--- config.mk ---
export PLATFORM = sky130hd
export DESIGN_NAME = natalius_prog_loader
export DESIGN_NICKNAME = d
export VERILOG_FILES = /design/src/rtl/natalius_prog_loader_pkg.sv /design/src/rtl/natalius_idle_timer.sv /design/src/rtl/natalius_prog_loader.sv
export SDC_FILE = /design/constraint.sdc
export NUM_CORES = 1
export LEC_CHECK = 0
export ABC_AREA = 1
export CAP_MARGIN = 20
export CORE_MARGIN = 2
export CORE_UTILIZATION = 53
export DETAILED_ROUTE_END_ITERATION = 8
export HOLD_SLACK_MARGIN = 0.08
export PLACE_DENSITY_LB_ADDON = 0.1
export SYNTH_ARGS = -nofsm -noshare
export SYNTH_HDL_FRONTEND = slang
export SYNTH_HIERARCHICAL = 1
export SYNTH_SLANG_ARGS = --single-unit
--- constraint.sdc ---
create_clock -name clk -period 2.9 [get_ports clk]
set_clock_uncertainty 0.1 [all_clocks]
set_input_delay 0.58 -clock clk [delete_from_list [all_inputs] [get_ports clk]]
set_output_delay 0.58 -clock clk [all_outputs]
set_load 0.05 [all_outputs]
--- src/rtl/natalius_prog_loader_pkg.sv ---
// -----------------------------------------------------------------------------
// natalius_prog_loader_pkg
// Shared definitions for the Natalius program loader: loader state encoding,
// failure-cause codes reported on err_code, and the widths of the byte stream
// fields and the SRAM port-0 interface.
// -----------------------------------------------------------------------------
package natalius_prog_loader_pkg;

    // Byte stream field widths
    localparam int BYTE_W = 8;     // one received byte / checksum width
    localparam int LEN_W  = 16;    // {len_hi, len_lo} word count

    // SRAM port-0 widths
    localparam int ADDR_W = 11;    // word address
    localparam int WORD_W = 16;    // instruction word

    // Loader states
    typedef enum logic [2:0] {
        IDLE    = 3'd0,
        LEN_HI  = 3'd1,
        LEN_LO  = 3'd2,
        DATA_HI = 3'd3,
        DATA_LO = 3'd4,
        CHECK   = 3'd5,
        DONE    = 3'd6,
        ERROR   = 3'd7
    } state_t;

    // Failure causes
    localparam logic [1:0] ERR_NONE     = 2'b00;
    localparam logic [1:0] ERR_BAD_LEN  = 2'b01;
    localparam logic [1:0] ERR_TIMEOUT  = 2'b10;
    localparam logic [1:0] ERR_CHECKSUM = 2'b11;

endpackage

--- src/rtl/natalius_idle_timer.sv ---
// -----------------------------------------------------------------------------
// natalius_idle_timer
// Counts consecutive idle clock cycles while the loader waits for a byte.
//
// Ports
//   clk      rising-edge clock
//   rst      asynchronous reset, active-low
//   enable   1 while the loader is in a byte-receiving state
//   clear    restart the count (byte accepted or a new load starting)
//   expired  1 during the TIMEOUT-th consecutive idle cycle, so the loader
//            leaves on the edge that ends that cycle
// -----------------------------------------------------------------------------
module natalius_idle_timer #(
    parameter int TIMEOUT = 65535
) (
    input  logic clk,
    input  logic rst,
    input  logic enable,
    input  logic clear,
    output logic expired
);

    localparam int CW = (TIMEOUT > 1) ? $clog2(TIMEOUT) : 1;
    localparam logic [CW-1:0] LAST = CW'(TIMEOUT - 1);

    logic [CW-1:0] count_q;
    logic [CW-1:0] count_d;

    // The count holds at LAST; the loader leaves the waiting state on the
    // same edge, after which enable drops and the count returns to zero.
    always_comb begin
        count_d = count_q;
        if (!enable || clear) begin
            count_d = '0;
        end else if (count_q != LAST) begin
            count_d = count_q + CW'(1);
        end
    end

    assign expired = enable && !clear && (count_q == LAST);

    always_ff @(posedge clk or negedge rst) begin
        if (!rst) begin
            count_q <= '0;
        end else begin
            count_q <= count_d;
        end
    end

endmodule

--- src/rtl/natalius_prog_loader.sv ---
// -----------------------------------------------------------------------------
// natalius_prog_loader
// Receives a program image as a byte stream and writes it into the Natalius
// instruction SRAM while holding the CPU in reset.
// Stream: len_hi, len_lo, N words (high byte first), checksum byte; the mod-256
// sum of every byte including the checksum must be zero.
//
// Ports
//   clk, rst                  clock, asynchronous active-low reset
//   start                     one-cycle request to begin a load
//   rx_data/rx_valid/rx_ready byte stream handshake
//   csb0/web0/wmask0/addr0/din0  SRAM port-0 write interface
//   cpu_hold                  1 keeps the processor in reset
//   busy/done/err/err_code    load status
// -----------------------------------------------------------------------------
module natalius_prog_loader
    import natalius_prog_loader_pkg::*;
#(
    parameter int TIMEOUT   = 65535,
    parameter int MAX_WORDS = 2048
) (
    input  logic              clk,
    input  logic              rst,
    input  logic              start,
    input  logic [BYTE_W-1:0] rx_data,
    input  logic              rx_valid,
    output logic              rx_ready,
    output logic              csb0,
    output logic              web0,
    output logic [1:0]        wmask0,
    output logic [ADDR_W-1:0] addr0,
    output logic [WORD_W-1:0] din0,
    output logic              cpu_hold,
    output logic              busy,
    output logic              done,
    output logic              err,
    output logic [1:0]        err_code
);

    localparam logic [LEN_W-1:0]  MAX_LEN  = LEN_W'(MAX_WORDS);
    localparam logic [ADDR_W-1:0] LAST_IDX = ADDR_W'(MAX_WORDS - 1);

    state_t            state_q, state_d;
    logic [LEN_W-1:0]  len_q, len_d;
    logic [BYTE_W-1:0] hi_q, hi_d;
    logic [ADDR_W-1:0] idx_q, idx_d;
    logic [LEN_W-1:0]  words_q, words_d;
    logic [BYTE_W-1:0] sum_q, sum_d;
    logic              csb0_q, csb0_d;
    logic              web0_q, web0_d;
    logic [1:0]        wmask0_q, wmask0_d;
    logic [ADDR_W-1:0] addr0_q, addr0_d;
    logic [WORD_W-1:0] din0_q, din0_d;
    logic              cpu_hold_q, cpu_hold_d;
    logic              busy_q, busy_d;
    logic              done_q, done_d;
    logic              err_q, err_d;
    logic [1:0]        err_code_q, err_code_d;

    logic              active;
    logic              accept;
    logic              start_load;
    logic              timer_expired;
    logic [LEN_W-1:0]  new_len;
    logic [BYTE_W-1:0] new_sum;
    logic [LEN_W-1:0]  next_words;

    // Receiving states; the handshake and the idle timer are live only here.
    always_comb begin
        active     = (state_q inside {LEN_HI, LEN_LO, DATA_HI, DATA_LO, CHECK});
        accept     = active && rx_valid;
        start_load = start && (state_q inside {IDLE, DONE, ERROR});
    end

    assign rx_ready = active;

    natalius_idle_timer #(
        .TIMEOUT (TIMEOUT)
    ) u_idle_timer (
        .clk     (clk),
        .rst     (rst),
        .enable  (active),
        .clear   (accept || start_load),
        .expired (timer_expired)
    );

    // Next-state and output logic. The SRAM strobes default to inactive so a
    // write lasts exactly the one cycle after the low byte is accepted.
    always_comb begin
        state_d    = state_q;
        len_d      = len_q;
        hi_d       = hi_q;
        idx_d      = idx_q;
        words_d    = words_q;
        sum_d      = sum_q;
        csb0_d     = 1'b1;
        web0_d     = 1'b1;
        wmask0_d   = 2'b00;
        addr0_d    = addr0_q;
        din0_d     = din0_q;
        cpu_hold_d = cpu_hold_q;
        busy_d     = busy_q;
        done_d     = done_q;
        err_d      = err_q;
        err_code_d = err_code_q;
        new_len    = {len_q[LEN_W-1:BYTE_W], rx_data};
        new_sum    = sum_q + rx_data;
        next_words = words_q + LEN_W'(1);

        case (state_q)
            IDLE, DONE, ERROR: begin
                if (start) begin
                    state_d    = LEN_HI;
                    cpu_hold_d = 1'b1;
                    busy_d     = 1'b1;
                    done_d     = 1'b0;
                    err_d      = 1'b0;
                    err_code_d = ERR_NONE;
                    sum_d      = '0;
                    idx_d      = '0;
                    words_d    = '0;
                end
            end
            LEN_HI: begin
                if (accept) begin
                    len_d[LEN_W-1:BYTE_W] = rx_data;
                    sum_d   = new_sum;
                    state_d = LEN_LO;
                end
            end
            LEN_LO: begin
                if (accept) begin
                    sum_d = new_sum;
                    len_d = new_len;
                    if (new_len == '0 || new_len > MAX_LEN) begin
                        state_d    = ERROR;
                        err_d      = 1'b1;
                        busy_d     = 1'b0;
                        cpu_hold_d = 1'b1;
                        err_code_d = ERR_BAD_LEN;
                    end else begin
                        idx_d   = '0;
                        words_d = '0;
                        state_d = DATA_HI;
                    end
                end
            end
            DATA_HI: begin
                if (accept) begin
                    hi_d    = rx_data;
                    sum_d   = new_sum;
                    state_d = DATA_LO;
                end
            end
            DATA_LO: begin
                // The write is registered, so it still reaches the SRAM even
                // if a later cycle moves the FSM into ERROR.
                if (accept) begin
                    sum_d    = new_sum;
                    csb0_d   = 1'b0;
                    web0_d   = 1'b0;
                    wmask0_d = 2'b11;
                    addr0_d  = idx_q;
                    din0_d   = {hi_q, rx_data};
                    idx_d    = (idx_q == LAST_IDX) ? '0 : idx_q + ADDR_W'(1);
                    words_d  = next_words;
                    state_d  = (next_words == len_q) ? CHECK : DATA_HI;
                end
            end
            CHECK: begin
                if (accept) begin
                    sum_d = new_sum;
                    if (new_sum == '0) begin
                        state_d    = DONE;
                        done_d     = 1'b1;
                        cpu_hold_d = 1'b0;
                        busy_d     = 1'b0;
                    end else begin
                        state_d    = ERROR;
                        err_d      = 1'b1;
                        busy_d     = 1'b0;
                        cpu_hold_d = 1'b1;
                        err_code_d = ERR_CHECKSUM;
                    end
                end
            end
            default: begin
                state_d = IDLE;
            end
        endcase

        // Expiry is only possible in a receiving state with no byte accepted,
        // so it never competes with a transition made above.
        if (timer_expired) begin
            state_d    = ERROR;
            err_d      = 1'b1;
            busy_d     = 1'b0;
            cpu_hold_d = 1'b1;
            err_code_d = ERR_TIMEOUT;
        end
    end

    // State and output registers; reset aborts any load and any write.
    always_ff @(posedge clk or negedge rst) begin
        if (!rst) begin
            state_q    <= IDLE;
            len_q      <= '0;
            hi_q       <= '0;
            idx_q      <= '0;
            words_q    <= '0;
            sum_q      <= '0;
            csb0_q     <= 1'b1;
            web0_q     <= 1'b1;
            wmask0_q   <= 2'b00;
            addr0_q    <= '0;
            din0_q     <= '0;
            cpu_hold_q <= 1'b1;
            busy_q     <= 1'b0;
            done_q     <= 1'b0;
            err_q      <= 1'b0;
            err_code_q <= ERR_NONE;
        end else begin
            state_q    <= state_d;
            len_q      <= len_d;
            hi_q       <= hi_d;
            idx_q      <= idx_d;
            words_q    <= words_d;
            sum_q      <= sum_d;
            csb0_q     <= csb0_d;
            web0_q     <= web0_d;
            wmask0_q   <= wmask0_d;
            addr0_q    <= addr0_d;
            din0_q     <= din0_d;
            cpu_hold_q <= cpu_hold_d;
            busy_q     <= busy_d;
            done_q     <= done_d;
            err_q      <= err_d;
            err_code_q <= err_code_d;
        end
    end

    assign csb0     = csb0_q;
    assign web0     = web0_q;
    assign wmask0   = wmask0_q;
    assign addr0    = addr0_q;
    assign din0     = din0_q;
    assign cpu_hold = cpu_hold_q;
    assign busy     = busy_q;
    assign done     = done_q;
    assign err      = err_q;
    assign err_code = err_code_q;

endmodule

Word level (Yosys, flattened, before mapping). Index checks and enable logic that the tools add are counted.

Logic and storage cells: 139. Input bits: 12. Output and inout port bits: 38. Flip-flop bits (word level): 114.

Mux-type cells: 60. Bitwise gates (word level): 1. Magnitude comparators: 1. Add/subtract/negate cells: 4. Equal/unequal tests: 26. Reduce and logical (&&, ||, !) cells: 30.

Operator list (count): 2-to-1 mux 16 bit (6); 2-to-1 mux 11 bit (5); case mux 16 bit (3 select lines) (1); case mux 11 bit (3 select lines) (1); adder 16 x 1 -> 16 bit (second input constant) (2); case mux 8 bit (2 select lines) (2); 2-to-1 mux 3 bit (9); 2-to-1 mux 8 bit (3); inequality test 3 bit (second input constant) (7); 2-to-1 mux 1 bit (19); case mux 3 bit (6 select lines) (1); == test 16 bit (1); == test 16 bit (second input constant) (1); greater-than comparator 16 x 12 -> 1 bit (second input constant) (1); zero test 16 bit (1); 2-to-1 mux 2 bit (8); inequality test 16 bit (second input constant) (1); == test 3 bit (second input constant) (4); AND reduction 6 bit (2); adder 11 x 1 -> 11 bit (second input constant) (1); == test 11 bit (second input constant) (1); inequality test 2 bit (second input constant) (5); AND reduction 5 bit (2); case mux 1 bit (3 select lines) (3); 22 further kinds (35).

Logic depth before layout (Yosys ltp). Gate-level depths: netlist (run 1).

Word-level depth: 9. Gate-level depth with buffers: 17. Depth with buffers taken out: 17.

Modules after synthesis. Netlist (run 1), hierarchy kept.

Modules (own cells, without submodules): natalius_prog_loader (seq. area each 2429.8 sq um, instances 1, cells an instance 653, area an instance 5133.7 sq um); natalius_idle_timer (seq. area each 400.4 sq um, instances 1, cells an instance 149, area an instance 1048.5 sq um).

Worst setup path before layout (run 1). No wires, ideal clock.

Path kind: reg2reg. From: register state_q[2]. To: register err_q (netlist: err). Buffers on the path: 0. Setup time: 119 ps. Arrival time: 2306 ps. Setup slack: 375 ps. Data required time: 2681 ps. Clock period less this slack: 2525 ps. Cell stages (with the launch flop): 17. Cell sequence: dfrtp_1 -> inv_2 -> nor2_2 -> nor2_2 -> nand2_4 -> nand2_4 -> inv_2 -> nor2_8 -> inv_1 -> nor2_4 -> inv_1 -> nor3_4 -> inv_1 -> nand2_2 -> nand2_2 -> nand2_1 -> nand2_1.

Cells in the longest elaborated chain, start to end: 9. Elaborated cells between the ends (all ways): 26. Those cells by class: eq/ne (12); mux (2); reduce/logical (12).

Ends and longest elaborated chain: from (decl) (line natalius_prog_loader.sv:43) `state_t state_q, state_d;`; from (signal assigned) (line natalius_prog_loader.sv:223) `state_q <= state_d;`; == test 3 x 1 -> 1 bit (tied with other cells) (line natalius_prog_loader.sv:70) `active = (state_q inside {LEN_HI, LEN_LO, DATA_HI, DATA_LO, CHECK});`; nonzero test 5 bit (*) (line natalius_prog_loader.sv:70); named net rx_ready (line natalius_prog_loader.sv:27) `output logic rx_ready,`; logical AND 1 bit (line natalius_prog_loader.sv:71) `accept = active && rx_valid;`; logical OR 1 bit (line natalius_prog_loader.sv:83) `.clear (accept || start_load),`; zero test 1 bit (line natalius_idle_timer.sv:40) `assign expired = enable && !clear && (count_q == LAST);`; logical AND 1 bit (*) (2 in a row) (line natalius_idle_timer.sv:40); named net timer_expired (line natalius_prog_loader.sv:63) `logic timer_expired;`; inequality test 3 bit (no source line) (tied with other cells); AND reduction 6 bit (no source line); to (signal assigned) (line natalius_prog_loader.sv:237) `err_q <= err_d;`; to (decl) (line natalius_prog_loader.sv:57) `logic err_q, err_d;`.

The timed path passes the listed nets; every way through them passes the cells marked *. A chain may end at the register's enable or synchronous reset.

Final worst setup path (run 1).
From: register state_q[0]. To: output port rx_ready.

Cells in the longest elaborated chain, start to end: 2. Elaborated cells between the ends (all ways): 6. Those cells by class: eq/ne (5); reduce/logical (1).

Ends and longest elaborated chain (line): == test 3 x 1 -> 1 bit (tied with other cells) (natalius_prog_loader.sv:70); nonzero test 5 bit (*) (natalius_prog_loader.sv:70); to (decl) (natalius_prog_loader.sv:27).

Mark *: on every way between the ends. The rest lies on a longest branch, timed or not.

==> results of run 1 <==
==> critical path: cells and delay by family, from the launching register on <==
kind,cells,cell delay (ns)
flops,1,0.43
buf+inv,3,1.01
simple gates,2,0.26
==> power by group <==
group / leakage, nW / internal (W) / total (W) / switching (W)
Clock: 0.285 / 0.00137 / 0.00206 / 0.000685
Sequential: 1.50 / 0.00197 / 0.00226 / 0.000297
Combinational: 1.76 / 0.000953 / 0.00273 / 0.00178
Total: 3.55 / 0.00429 / 0.00706 / 0.00276
==> through the flow <==
stage / cells / util [%]
CTS: 1024 / 65.6
detailed placement: 995 / 60.5
floorplan: 802 / -
global route: 1024 / 65.6
finish: 1024 / 65.6
global placement: 995 / 60.5
==> layout by cell type (no fill, tap or decap), types with 7 or more instances in the layout <==
| master | synthesis | final |
|---|---|---|
| nand2_1 | 254 | 254 |
| dfrtp_1 | 111 | 111 |
| inv_1 | 79 | 79 |
| nand3_1 | 74 | 74 |
| o21ai_0 | 52 | 52 |
| clkdlybuf4s50_1 | 0 | 48 |
| nor2_1 | 47 | 47 |
| nand4_1 | 28 | 28 |
| o21ai_1 | 20 | 20 |
| buf_4 | 3 | 19 |
| clkbuf_16 | 0 | 17 |
| a21oi_1 | 12 | 12 |
| nor2_2 | 11 | 11 |
| nor3_1 | 11 | 11 |
| ha_1 | 11 | 11 |
| o31ai_1 | 8 | 8 |
| xor2_1 | 7 | 7 |
| nand2_2 | 7 | 7 |
==> routing by layer <==
metal,vias up,track usage [%],share of wire (%)
li1,2761,-,-
met3,26,6.59,3.6
met4,0,9.43,2.1
met1,2639,31.9,44
met5,-,0,0
met2,117,43.5,50
==> how the worst min path moves through the flow <==
stage	from	to	slack [ns]
after floorplan	rst	addr0[0]	0.18
after global placement	din0[13]	din0[13]	0.36
after detailed placement	din0[13]	din0[13]	0.36
after CTS	rst	addr0[6]	0.15
after global routing	rst	idx_q[6]	0.18
final	rst	addr0[6]	0.12
==> final cells by class <==
class                      instances  area (µm²)
tap                              143         179
clock inverter                     7         110
inverter                          86         323
fill                             991        3930
multi-input combinational        584        2920
sequential                       113        2830
clock buffer                      22         464
timing repair buffer              69         663
==> sequential cells by signal (all words and copies together) (netlist names), 2 cells and up <==
register / cells
err_code: 2
len_q: 16
state_q: 3
din0: 16
sum_q: 8
addr0: 11
hi_q: 8
u_idle_timer/count_q: 16
idx_q: 11
words_q: 16
==> cell families after synthesis <==
| logic type | Yosys count |
|---|---|
| AO/OA/AOI/OAI | 102 |
| flip-flops | 113 |
| XOR/XNOR | 11 |
| adder cells (fa/ha/maj) | 12 |
| AND/OR/NAND/NOR | 459 |
| buffers and inverters | 105 |
==> impl_results.md, run 1 <==
- Status: finished, final reports clean
- Synth Area in Adders: 2.55%
- Yosys reg bits: about 110
- Overflow after GRT: 0
- Startpoint Class: register
- Yosys top cell by area: dfrtp_1
- Largest family of logic cells by synthesized area: simple AND/OR/NAND/NOR gates
- Clock latency on the worst-skew pair: ~0.41 ns
- Post-CTS setup buffers: 0
- Hold buffers post-CTS: 0
- Crit. End Element: output pin
- Critical-path cell list: inv_2 > nor2_1 > inv_1 > nand2_4 > clkdlybuf4s50_1
- Power Total: around 0.0071 W
- P&R area growth vs syn: 21.1%
- Worst r2r dst: err_code[0]
- Top-count cell post-synth: nand2_1
- Crit-path slowest cell: clkdlybuf4s50_1
- Worst Path Class, Setup: register to output pin
- Max_cap viols: 0
- Final non-filler cell area: roughly 7500 µm²
- Routed vias: between 5000 and 6000
- Routed WL: between 10000 and 15000 µm
- Slew Viols, Final: 0
- # DRC: 0
- Horiz. Die Dim: about 110 µm
- Post-synthesis instance total: 802
- Post-Synth XOR/XNOR Area: roughly 1.6%
- Layout cells sized above 1: about a tenth
- Initial core utilization: 54.1%
- Worst hold slack: approximately 0.12 ns
- Final RePlAce weighted congestion: approximately 0.9
- Net Count, Synth: around 830
- Max IR drop VDD: approximately 0.84 mV
- Slew at the pin closest to its max-slew limit: 0.712 ns
- RSZ-0062 raised after global routing: no
- Worst min-delay path category: input pin to asynchronous set/reset pin
- Number of global-route vias before repair: 5544
- Top FF cell, synth: dfrtp_1
- Reg clk slew, reported paths: about 0.05 ns
- Distinct cell type count after synthesis: 38
- Worst Path Arrival: 2.10 ns
- Die H: between 100 and 150 µm
- Core Area: 11400 µm²
- Mapped Area: 6180 µm²
- CTS Sinks: around 110
- Largest stage delay on the critical path: 0.81 ns
- DRT Pass-1 Iters: 5
- CTS tree: yes
- DIE AREA: about 13000 µm²
- Crit path to: rx_ready
- Crit path setup slack, layout: about 0.12 ns
- Area contributors post-synth: dfrtp_1 (45%), nand2_1 (15%), nand3_1 (6.0%)
- Sequential fraction of the synthesis area: a little under half
- Worst r2r path cells: 16
- Commonest cells in the netlist: nand2_1 (254), dfrtp_1 (111), inv_1 (79)
- Largest net degree at the start of global routing: 56
- Final Hold Fails: 0
- IO Pins: 50
- Area share of the largest cell type after synthesis: between 40 and 50%
- Post-synthesis simple-gate area fraction: approximately 34%
- R2r startpoint: state_q[1]
- Post-synthesis async set-or-reset flop share: 100%
- Reg-to-reg setup timing slack: roughly 0.29 ns
- Clk root buf: clkbuf_16
- Pleak: roughly 3.5 nW
- WP data required: about 2.2 ns
- Compound-cell area share of the yosys netlist: roughly 9.1%
- Drt wl/cell: 14.5 µm
- Crit path launch: state_q[0]
- Slew headroom: between 50% and 60%
- Initial antenna violation count: 0
- Largest fanout on the critical path: 6
- Multiplexer area fraction after synthesis: 0%
- CTS Buffer Depth: 2
- 1st-iter DRT viols: 468
- Gr usage total: ~26%
- Final ANT Viol Nets: 0
- Yosys warnings: 6
- First-pass GRT wire length: 25800 µm
- Final cycle utilization of the critical path: a little over nine tenths
- Crit path time final: between 2 and 3 ns
- Final setup viols: 0
- Number of I/O port buffers: 49
- Setup_tns: 0 ns
- Power per cell area: between 900 and 1000 nW/µm²
- Pre-CTS setup slack: -0.0427 ns
- FP Rows: 39
- Post-synth EDFFs: 0
- Cts repair resizes: 0
- Nets: approximately 900
- HPWL after DPL: 10700 µm
- Post-placement cell area: 6910 µm²
- H-tree levels: 4
- # diodes: 0
- Vias per std cell: ~5.4
- Avg Synthesized Cell Area: between 7 and 8 µm²
- FMAX: 360 MHz
- CTS Buf Count: 17
Note: power is estimated with default switching activity, not from simulation.
==> inputs of run 2 (changes only) <==
MAX_ROUTING_LAYER = met4   (was unset)
SLEW_MARGIN = 0   (was unset)
==> run 2 against run 1 <==
  * Combinational power is 2% higher
  * Sequential share of layout area down 0.47 points
  * Sequential power about the same
  * Clock-buffer cell count decreased by 2
  * Final area rose by 1.3%
  * Die area unchanged
  * Critical path depth is the same
  * Global-route usage rose by 1.3 points
  * Core utilization up 0.83 points
  * Non-clock buffer count rose by 2
==> impl_results.md, run 2 (synthesized netlist as in run 1, its figures left out) <==
- Status: finished, final reports clean
- Register share of total power: 31.0% (-1.1 points)
- Vias per std cell: 5.44 (+0.46%)
- Clock latency on the worst-skew pair: 0.41 ns (about the same)
- Final core occ: 66.4% (+0.83 points)
- Met2 wire len: 7570 µm (+1.7%)
- Pleak: 3.59 nW (+1.1%)
- Clock Power Share: 31.0% (+1.8 points)
- Startpoint Class: register
- Most frequent cells in the layout: nand2_1 (254), dfrtp_1 (111), inv_1 (79)
- Final setup viols: 0 (unchanged)
- Overflow after GRT: 0 (unchanged)
- Die H: 112 µm (unchanged)
- Max_cap viols: 0 (unchanged)
- FMAX: 361 MHz (+0.26%)
- Wl on met1: 6540 µm (about the same)
- Worst Path Arrival: 2.09 ns (about the same)
- # diodes: 0 (unchanged)
- Routed vias: 5590 (+0.85%)
- Nets: 897 (+0.22%)
- Most common cell after layout, fill and taps aside: nand2_1
- Reg clk slew, reported paths: 0.05 ns (about the same)
- Drt wl/cell: 14.6 µm (+0.60%)
- Largest fanout on the critical path: 6 (unchanged)
- Power per cell area: 965 nW/µm² (+2.4%)
- CP delay by family, top: buffers and inverters
- Largest net degree at the start of global routing: 58 (+3.6%)
- IO Pins: 50 (unchanged)
- H-tree levels: 4 (unchanged)
- Crit-path slowest cell: clkdlybuf4s50_1
- P&R area growth vs syn: 22.6%
- Number of global-route vias before repair: 5635 (+1.6%)
- Clk root buf: clkbuf_16
- DRT Pass-1 Iters: 5 (unchanged)
- Cts repair resizes: 0 (unchanged)
- Routed wl met3: 615 µm (+15%)
- Post-CTS setup buffers: 0 (unchanged)
- Initial core utilization: 54.1% (unchanged)
- Post-Place Cells: 997 (+0.20%)
- Critical-path cell list: inv_2 > nor2_1 > inv_1 > nand2_4 > clkdlybuf4s50_1
- Fin cells: 1028 (+0.39%)
- Slew at the pin closest to its max-slew limit: 0.733 ns (+0.0208 ns)
- CP bufs+invs: 3 (unchanged)
- Worst min-delay path category: input pin to asynchronous set/reset pin
- FP Rows: 39 (unchanged)
- RSZ-0062 raised after global routing: no
- Slew Viols, Final: 0 (unchanged)
- Number of I/O port buffers: 49 (unchanged)
- Worst Path Class, Setup: register to output pin
- Crit path time final: 2.77 ns (-0.00712 ns)
- Initial antenna violation count: 0 (unchanged)
- Part of the power in combinational logic: 38.0% (-0.7 points)
- # DRC: 0 (unchanged)
- Final Hold Fails: 0 (unchanged)
- Hold buffers post-CTS: 0 (unchanged)
- Gr usage total: 27.0% (+1.3 points)
- Switching Power: 0.00282 W (+2.2%)
- Sw Ratio: 38.6% (-0.58 points)
- CTS Sinks: 113 (unchanged)
- Pint: 0.00450 W (+4.7%)
- Final RePlAce weighted congestion: 0.926 (+4.6%)
- First-pass GRT wire length: 26400 µm (+2.5%)
- Final ANT Viol Nets: 0 (unchanged)
- WP data required: 2.22 ns (about the same)
- DIE AREA: 12500 µm² (unchanged)
- Max IR drop VDD: 0.895 mV (+6.6%)
- Max Used Layer: met4
- Core Area: 11400 µm² (unchanged)
- Routed WL: 15000 µm (+0.99%)
- CTS Buf Count: 17 (unchanged)
- CTS tree: yes
- Largest stage delay on the critical path: 0.82 ns (about the same)
- Slew headroom: 51.1% (-1.4 points)
- HPWL after DPL: 10900 µm (+1.5%)
- Crit. End Element: output pin
- Final cycle utilization of the critical path: 95.5% (-0.25 points)
- Layout cells sized above 1: 11.0% (+0.63 points)
- CTS Buffer Depth: 2 (unchanged)
- Fillers: 982 (-0.91%)
- 1st-iter DRT viols: 319 (-32%)
- Horiz. Die Dim: 112 µm (unchanged)
## run 2: cell count changes in the layout (fill, tap and decap cells not counted), sizes merged
cell      delta
buf          +2
bufinv       +2
clkbuf       -2
clkinvlp     +2
## run 2: layout make-up
class	count	area (µm²)	area share [%]
Clock buffer	20	457	6.02
Clock inverter	11	185	2.44
Inverter	86	323	4.26
Multi-Input combinational cell	584	2920	38.5
Sequential cell	113	2830	37.3
Tap cell	143	179	2.36
Timing Repair Buffer	71	691	9.11
## run 2: final timing paths
kind | startpoint | endpoint | slack, ns | cells past startpoint
worst max-delay path | state_q[0] | rx_ready | 0.13 | 5
worst min-delay path | rst | addr0[1] | 0.14 | 1
worst max register to register | state_q[1] | err_code[0] | 0.35 | 16
worst min register to register | din0[11] | din0[11] | 0.36 | 2
max in group asynchronous | rst | web0 | 1.83 | 2
min in group clk | din0[11] | din0[11] | 0.36 | 2
## run 2: per-layer routing
layer / global-route usage, % / vias to the layer above
met5: - / -
met4: 8.94 / 0
met3: 5.66 / 21
met2: 44.5 / 134
met1: 33.5 / 2665
li1: - / 2770
## run 2: worst reg2reg max path: cells and delay by family, from the launching register on
family | cells | cell delay, ns
AND/OR/NAND/NOR | 11 | 1.37
buffers and inverters | 5 | 0.54
flip-flops | 1 | 0.42
## run 2: power by group through the flow
stage	Combinational (W)	Sequential (W)	Clock, W
3_3_place_gp	0.00269	0.00227	0
6_report	0.00278	0.00227	0.00227
4_1_cts	0.00279	0.00227	0.00230
2_1_floorplan	0.00151	0.00264	0
5_1_grt	0.00309	0.00232	0.00237
3_5_place_dp	0.00276	0.00228	0
## run 2: stage by stage
| step | worst slack (ns) | hold slack [ns] | setup TNS [ns] | power, W | cell area, µm² |
|---|---|---|---|---|---|
| final | 0.131 | 0.137 | 0 | 0.00732 | 7580 |
| after global routing | 0.0579 | 0.197 | 0 | 0.00778 | 7580 |
| after CTS | 0.111 | 0.160 | 0 | 0.00736 | 7580 |
| after detailed placement | -0.0554 | 0.360 | -0.130 | 0.00504 | 6940 |
| after global placement | 0.0554 | 0.361 | 0 | 0.00497 | 6940 |
| after floorplan | 0.375 | 0.184 | 0 | 0.00415 | 6180 |
